<file path="src/rtl/score_bcd_accumulator.sv">
// Six-digit BCD score accumulator: line-clear events are multiplied by (level+1)
// through repeated BCD additions; soft drops add one point. Optional SCORE_HISCORE_EN.
module score_bcd_accumulator #(
  parameter int unsigned LEVEL_W = 4
) (
  input  logic               Clk,
  input  logic               Reset,
  input  logic               game_reset,
  input  logic               clear_valid,
  input  logic [2:0]         lines_cleared,
  input  logic [LEVEL_W-1:0] level,
  output logic               add_ready,
  input  logic               drop_pulse,
  output logic [23:0]        score_digits,
  output logic               saturated
`ifdef SCORE_HISCORE_EN
  ,
  output logic [23:0]        hiscore_digits
`endif
);

  typedef enum logic {IDLE, ACCUM} state_t;

  state_t             state_q, state_d;
  logic [1:0]         pending_q, pending_d;
  logic [LEVEL_W-1:0] iter_q, iter_d;
  logic [23:0]        base_q, base_d;
  logic [23:0]        score_q, score_d;
  logic               sat_q, sat_d;

  logic        accept;
  logic        apply;
  logic        lines_ok;
  logic [2:0]  pend_sum;
  logic [23:0] addend;
  logic [24:0] add_res;
  logic [23:0] score_inc;

  function automatic logic [24:0] bcd_add(input logic [23:0] a, input logic [23:0] b);
    logic [4:0]  s;
    logic        c;
    logic [23:0] r;
    c = 1'b0;
    r = '0;
    for (int unsigned i = 0; i < 6; i++) begin
      s = {1'b0, a[4*i +: 4]} + {1'b0, b[4*i +: 4]} + {4'b0, c};
      if (s > 5'd9) begin
        s = s + 5'd6;
        c = 1'b1;
      end else begin
        c = 1'b0;
      end
      r[4*i +: 4] = s[3:0];
    end
    return {c, r};
  endfunction

  assign add_ready    = (state_q == IDLE) && (pending_q == 2'd0);
  assign score_digits = score_q;
  assign saturated    = sat_q;

  always_comb begin
    state_d = state_q;
    iter_d  = iter_q;
    base_d  = base_q;
    score_d = score_q;
    sat_d   = sat_q;

    accept   = clear_valid && add_ready;
    lines_ok = (lines_cleared != 3'd0) && (lines_cleared <= 3'd4);
    apply    = (state_q == IDLE) && !accept && ((pending_q != 2'd0) || drop_pulse);

    // apply implies pending!=0 or a drop this cycle, so the sum never underflows
    pend_sum  = {1'b0, pending_q} + {2'b0, drop_pulse} - {2'b0, apply};
    pending_d = (pend_sum > 3'd3) ? 2'd3 : pend_sum[1:0];

    addend    = (state_q == ACCUM) ? base_q : 24'h000001;
    add_res   = bcd_add(score_q, addend);
    score_inc = (add_res[24] || sat_q) ? 24'h999999 : add_res[23:0];

    case (state_q)
      ACCUM: begin
        score_d = score_inc;
        sat_d   = sat_q | add_res[24];
        if (iter_q == '0) state_d = IDLE;
        else              iter_d  = iter_q - 1'b1;
      end
      default: begin
        if (accept) begin
          if (lines_ok) begin
            case (lines_cleared)
              3'd1:    base_d = 24'h000040;
              3'd2:    base_d = 24'h000100;
              3'd3:    base_d = 24'h000300;
              default: base_d = 24'h001200;
            endcase
            iter_d  = level;
            state_d = ACCUM;
          end
        end else if (apply) begin
          score_d = score_inc;
          sat_d   = sat_q | add_res[24];
        end
      end
    endcase
  end

  always_ff @(posedge Clk) begin
    if (Reset || game_reset) begin
      state_q   <= IDLE;
      pending_q <= '0;
      iter_q    <= '0;
      base_q    <= '0;
      score_q   <= '0;
      sat_q     <= 1'b0;
    end else begin
      state_q   <= state_d;
      pending_q <= pending_d;
      iter_q    <= iter_d;
      base_q    <= base_d;
      score_q   <= score_d;
      sat_q     <= sat_d;
    end
  end

`ifdef SCORE_HISCORE_EN
  logic [23:0] hiscore_q;

  // BCD digits order the same as binary, so a plain unsigned compare suffices
  always_ff @(posedge Clk) begin
    if (Reset) begin
      hiscore_q <= '0;
    end else if (game_reset && (score_q > hiscore_q)) begin
      hiscore_q <= score_q;
    end
  end

  assign hiscore_digits = hiscore_q;
`endif

endmodule

</file>
<file path="config.mk">
export PLATFORM = sky130hd
export DESIGN_NAME = score_bcd_accumulator
export DESIGN_NICKNAME = d
export VERILOG_FILES = /design/src/rtl/score_bcd_accumulator.sv
export SDC_FILE = /design/constraint.sdc
export NUM_CORES = 1
export LEC_CHECK = 0
export BUFFER_PORTS_ARGS = -buffer_cell sky130_fd_sc_hd__buf_4
export CAP_MARGIN = 10
export CORE_ASPECT_RATIO = 1.1
export CORE_MARGIN = 10
export CORE_UTILIZATION = 50
export CTS_CLUSTER_SIZE = 30
export DETAILED_ROUTE_END_ITERATION = 10
export PLACE_DENSITY = 0.75
export SLEW_MARGIN = 20
export SYNTH_ARGS = -nofsm -noshare
export SYNTH_HDL_FRONTEND = slang
export SYNTH_SLANG_ARGS = --single-unit
</file>
<file path="constraint.sdc">
create_clock -name Clk -period 10.69 [get_ports Clk]
set_input_delay 2.138 -clock Clk [delete_from_list [all_inputs] [get_ports Clk]]
set_output_delay 2.138 -clock Clk [all_outputs]
set_load 0.01 [all_outputs]
</file>
-- Word-level counts from Yosys, hierarchy flattened
Index checks and enable logic that the tools add are counted.
- $add $sub $neg: 20
- order comparisons: 8
- equality and inequality tests: 5
- mux-type cells: 30
- bitwise operators: 2
- reductions and logical operators: 19
- operators by type and width (cell ; count):
    $mux W24 ; 5
    $mux W4 ; 10
    $pmux W13 S3 ; 1
    $add A4 B4 Y5 ; 6
    $gt A5 B4 Y1 const B ; 6
    $add A5 B1 Y5 ; 5
    $add A4 B3 Y4 const B ; 6
    $mux W1 ; 13
    $reduce_bool A2 Y1 ; 4
    $eq A3 B2 Y1 const B ; 2
    $reduce_and A3 Y1 ; 2
    $logic_and A1 B1 Y1 ; 5
    $logic_not A4 Y1 ; 1
    $ne A2 B2 Y1 const B ; 2
    $sub A4 B1 Y4 const B ; 1
    $add A2 B1 Y3 ; 1
    $eq A3 B1 Y1 const B ; 1
    $gt A3 B2 Y1 const B ; 1
    $le A3 B3 Y1 const B ; 1
    $logic_or A1 B1 Y1 ; 3
    $reduce_bool A3 Y1 ; 1
    $sub A3 B1 Y3 ; 1
    $logic_not A2 Y1 ; 1
    $mux W2 ; 1
    4 further kinds ; 4
- flip-flop bits (word level): 56
- input port bits: 12
- output and inout bits: 26
- logic and storage cells: 90

-- Logic depth before layout (Yosys ltp)
- word-level depth: 24
- depth in mapped cells: 46
- gate-level depth less buffers: 41

-- Worst setup path before layout
OpenSTA, ideal clock, no wires.
- path kind: register -> register
- start point: register state_q
- end point: register score_q[9] (netlist: score_digits[9])
- setup time: 79 ps
- arrival: 8290 ps
- data required time: 10611 ps
- slack: 2321 ps
- stages on the path, launching flop included: 44
- path buffers: 5
- clock period less this slack: 8369 ps
- cells stage by stage: dfxtp_1 > inv_1 > ha_1 > ha_1 > clkbuf_1 > inv_1 > a31oi_1 > o22a_1 > ha_1 > ha_1 > clkbuf_1 > inv_1 > o311ai_0 > o21ai_0 > o21ai_0 > fa_1 > inv_1 > fa_1 > (+8 left out) > ha_1 > clkbuf_1 > nand2_1 > o21ai_0 > a21oi_1 > ha_1 > ha_1 > clkbuf_1 > nor2_1 > a21oi_1 > nor2_1 > a21oi_1 > ha_1 > ha_1 > o32a_1 > a211o_1 > or4_1 > o211ai_1
- longest elaborated chain between the ends: 24
- elaborated cells on any way between the ends: 40
- those cells by class: add/sub (12); order compare (6); eq/ne (1); mux (12); bitwise (1); reduce/logical (8)
- RTL lines (element ; line ; text):
    from (decl) ; 24 ; state_t state_q, state_d;
    from (signal assigned) ; 117 ; state_q <= state_d;
    $mux W24 ; 77 ; addend = (state_q == ACCUM) ? base_q : 24'h000001;
    $add A4 B4 Y5 ; 46 ; s = {1'b0, a[4*i +: 4]} + {1'b0, b[4*i +: 4]} + {4'b0, c};
    $gt A5 B4 Y1 ; 47 ; if (s > 5'd9) begin
    $mux W1 ; 47 ;
    $add A5 B1 Y5 ; 46 ;
    $gt A5 B4 Y1 ; 47 ;
    $mux W1 ; 47 ;
    $add A5 B1 Y5 ; 46 ;
    (+8 left out) ; - ;
    $add A5 B1 Y5 ; 46 ;
    $gt A5 B4 Y1 ; 47 ;
    $mux W1 ; 47 ;
    $logic_or A1 B1 Y1 ; 79 ; score_inc = (add_res[24] || sat_q) ? 24'h999999 : add_res[23:0];
    $mux W24 ; 79 ;
    $mux W24 ; 100 ; end else if (apply) begin
    $mux W24 ; 89 ; if (accept) begin
    $mux W24 ; 81 ; case (state_q)
    to (signal assigned) ; 121 ; score_q <= score_d;
    to (decl) ; 28 ; logic [23:0] score_q, score_d;
Parallel ways exist; a longest one is shown, timed or not. The select of a mux whose other input is x is not followed.
A chain may end at the register's enable or synchronous reset.

-- Worst setup path in the final report
- start point: register state_q
- end point: register score_q[10] (netlist: score_digits[10])
The elaborated chain is that of the path after synthesis.

==> results_tabular.tex <==
\begin{tabular}{lr}
\hline
Metric & Value \\
\hline
\multicolumn{2}{l}{\textbf{Power}} \\
Pwr Density & 119 mW/mm\^{}2 \\
Leakage & 0.00122 uW \\
Psw & 143 uW \\
Clock share of power & 0.246 \\
Int Pwr & 239 uW \\
Switching share of power & 0.374 \\
Gate power share & 0.339 \\
Flop pwr share & 0.415 \\
Maximum vdd drop & 0.105 mV \\
\multicolumn{2}{l}{\textbf{Critical path}} \\
Worst reg-to-reg setup slack & 1.22 ns \\
Slowest-stage cell, CP & a21boi\_0 \\
FF-to-FF path depth & 40 \\
Worst Path Arrival & 9.67 ns \\
Worst r2r src & state\_q \\
Data required, critical path & 10.89 ns \\
Type of origin of the critical path & flop \\
Type of element capturing the critical path & flop \\
Most common cell type on the critical path & ha\_1 \\
Maximum cell stage delay along the critical path & 0.58 ns \\
Count of buffering cells on the critical path with inverters included & 6 \\
Endpoint of the lowest-slack register-to-register path & score\_digits[10] \\
Kind of cell with the highest combined delay on the critical path & adder cells \\
Category of the critical setup timing path & reg -> reg \\
Maximum fanout along the worst path & 13 \\
\multicolumn{2}{l}{\textbf{Floorplanning}} \\
Initial Util & 0.525 \\
Number of rows created at floorplan & 28 \\
Area of the die & 0.00917 sq mm \\
Y dimension of the die & 99.4 um \\
Top Ports & 38 \\
Placeable Area & 0.00547 sq mm \\
Die width & 92.2 um \\
\multicolumn{2}{l}{\textbf{Detailed routing}} \\
Mean routed wirelength per cell & 15.4 um \\
Drt first pass iters & 5 \\
Number of antenna-violating nets in the routed design & 0 \\
Drt drc & 0 \\
Number of vias per cell & 6.05 \\
Wire length reported by the detailed router & 7230 um \\
DR vias & 2838 \\
Starting DRT DRC Count & 187 \\
\multicolumn{2}{l}{\textbf{Cells and area}} \\
Fill cells & 537 \\
ANT cells & 0 \\
Multi-input logic area & 0.00194 sq mm \\
Final Net Count & 429 \\
Seq. cell area & 721 sq um \\
Syn-to-layout area delta & 12.1\% \\
Fraction of final layout cells sized beyond drive strength 1 & 0.147 \\
\multicolumn{2}{l}{\textbf{Global route}} \\
Number of global-route vias before repair & 2648 \\
Antenna violations before repair & 0 \\
Maximum number of pins on one net before global-route repair & 26 \\
Sum of overflow across all layers after global routing & 0 \\
Global-route usage over all layers & 0.155 \\
Wire length of the first global-routing pass & 12200 um \\
\multicolumn{2}{l}{\textbf{Timing}} \\
Max-slew headroom at the worst pin & 0.534 \\
Final count of hold timing violations & 0 \\
Setup Viol. Count Final & 0 \\
Final worst path period share & 0.886 \\
Count of final max-slew check failures & 0 \\
Total Neg Setup Slack & 0 ns \\
Post-layout minimum cycle time & 9.47 ns \\
Max Freq & 106 MHz \\
Slew at the pin closest to its max-slew limit & 0.700 ns \\
Worst hold margin & 0.480 ns \\
Worst clock skew & 0.00796 ns \\
Setup repair after global routing missed its margin & false \\
\multicolumn{2}{l}{\textbf{Run status}} \\
Run status & finished, final reports clean \\
\multicolumn{2}{l}{\textbf{Clocking}} \\
Largest buffer count on any clock path & 2 \\
CTS tree & done \\
Clock latency at the later pin of the worst-skew pair & 0.29 ns \\
Clock tree sinks & 36 \\
Number of buffers created by CTS & 5 \\
Clock input transition at the sequential cells of the worst setup and hold paths & 0.08 ns \\
Number of gates resized after cts & 0 \\
Cell at the root of the clock tree & clkbuf\_8 \\
Hold-fix buffers at CTS & 0 \\
H-tree levels & 2 \\
Post-CTS repair timing setup buffer count & 0 \\
\multicolumn{2}{l}{\textbf{Flow run}} \\
Number of max-cap violations & 0 \\
\multicolumn{2}{l}{\textbf{Logic synthesis}} \\
Number of warnings issued by yosys & 0 \\
Flip-flop cell with the highest count after synthesis & dfxtp\_1 \\
Complex-gate fraction of the synthesized area & 0.313 \\
Post-synth EDFFs & 0 \\
Area leader, netlist & dfxtp\_1 \\
Synth cell count leaders & a21oi\_1 (36), dfxtp\_1 (36), nor2\_1 (35), o21ai\_0 (30), nand2\_1 (24) \\
Synthesized-area fraction occupied by adder cells & 0.111 \\
Count of state elements after synthesis & 36 \\
Unique masters post-synth & 57 \\
Number of nets in the synthesized netlist & 413 \\
Combinational family with the most area after synthesis & compound AO/OA/AOI/OAI gates \\
Largest cells by area after synthesis & dfxtp\_1 (25\%), ha\_1 (8.3\%), a21oi\_1 (6.3\%) \\
Cells after synthesis & 378 \\
Basic-gate share of the synthesized area counting and, or, nand and nor cells & 0.207 \\
Post-synthesis mux area share & 0.0113 \\
Fraction of synthesized cell area taken by the top area cell type & 0.251 \\
Post-synthesis xor/xnor area fraction & 0.0336 \\
Share of the yosys chip area belonging to registers & 0.251 \\
Summed instance area of the synthesized netlist & 0.00287 sq mm \\
Fraction of synthesis flops using an asynchronous set or reset pin & 0 \\
Mean area per synthesized cell & 7.59 sq um \\
\multicolumn{2}{l}{\textbf{Worst hold path}} \\
Worst Hold Endpoint & iter\_q[1] \\
Source of the worst hold timing path & iter\_q[1] \\
WHS Path Cells & 2 \\
Class of the tightest hold or removal check & reg -> reg \\
\multicolumn{2}{l}{\textbf{Place}} \\
Final weighted congestion in routability-driven placement & 0.973 \\
Half-perimeter wire length after detailed placement & 5320 um \\
\# port buffers & 37 \\
\hline
\end{tabular}
power groups by stage:
stage	registers (uW)	logic [uW]	clock network (uW)
floorplan	158	91.0	0
global placement	161	126	0
detailed placement	161	129	0
CTS	158	130	96.7
global route	161	147	101
finish	159	129	93.9
cells in the final DEF, fill, tap and decap left out, drive strengths merged, types with 2 or more instances in the layout:
cell      n
buf      39
a21oi    36
dfxtp    36
nor2     35
o21ai    30
nand2    24
inv      23
ha       19
xnor2    11
nand3    11
a211oi   11
nor3      9
nand2b    8
o211ai    7
and2      6
a31oi     6
o221a     6
nor2b     5
a211o     5
clkbuf    5
nand3b    4
fa        4
and3      4
nand4     3
a221o     3
a22oi     3
a221oi    3
a21o      2
o311ai    2
nor4b     2
a31o      2
o21bai    2
a21boi    2
a2bb2oi   2
nor3b     2
mux2      2
a32oi     2
or2       2
through the flow:
step	total power, uW	setup WS (ns)	utilization	area (sq um)	std cells
6_report	382	1.22	0.588	3210	469
5_1_grt	409	0.454	0.588	3210	469
4_1_cts	385	1.25	0.588	3210	469
3_5_place_dp	291	1.30	0.573	3130	462
3_3_place_gp	287	1.44	0.573	3130	462
2_1_floorplan	249	2.32	-	2870	378
how the worst max path moves through the flow:
| stage | cells after the start | to | start | slack [ns] |
|---|---|---|---|---|
| after CTS | 40 | score_digits[10] | state_q | 1.25 |
| after global routing | 40 | score_digits[10] | state_q | 0.45 |
| after floorplan | 43 | score_digits[9] | state_q | 2.32 |
| after global placement | 38 | score_digits[11] | state_q | 1.44 |
| final | 40 | score_digits[10] | state_q | 1.22 |
| after detailed placement | 40 | score_digits[10] | state_q | 1.30 |
tightest hold or removal path: cells and delay by family (launching register included):
kind	cells	cell delay [ns]
and+or+nand+nor	1	0.06
AOI/OAI and AO/OA	1	0.05
DFF	1	0.33
state kept, by name, summed over array words and instances (netlist names):
signal        flops
state_q           1
base_q            4
score_digits     24
saturated         1
iter_q            4
pending_q         2
metal layers:
layer / global-route usage / up-vias / share of wire
li1: - / 1405 / -
met3: 0.0368 / 8 / 0.065
met1: 0.194 / 1337 / 0.44
met2: 0.264 / 88 / 0.48
met4: 0.0344 / 0 / 0.0083
met5: 0 / - / 0
cell type report:
type	count	share of cell area
clock buffer	5	0.0214
clock inverter	2	0.00389
inverter	23	0.0269
multi-input combinational	289	0.603
sequential	36	0.224
tap	75	0.0292
timing repair buffer	39	0.0911
cell families (layout without fill, tap and decap cells):
group	after synthesis	count (layout)
buffers and inverters	53	69
AND/OR/NAND/NOR	118	118
flip-flops	36	36
adder cells (fa/ha/maj)	23	23
AO/OA/AOI/OAI	134	134
multiplexers	3	3
XOR/XNOR	11	11
(Power assumes the default switching activity.)
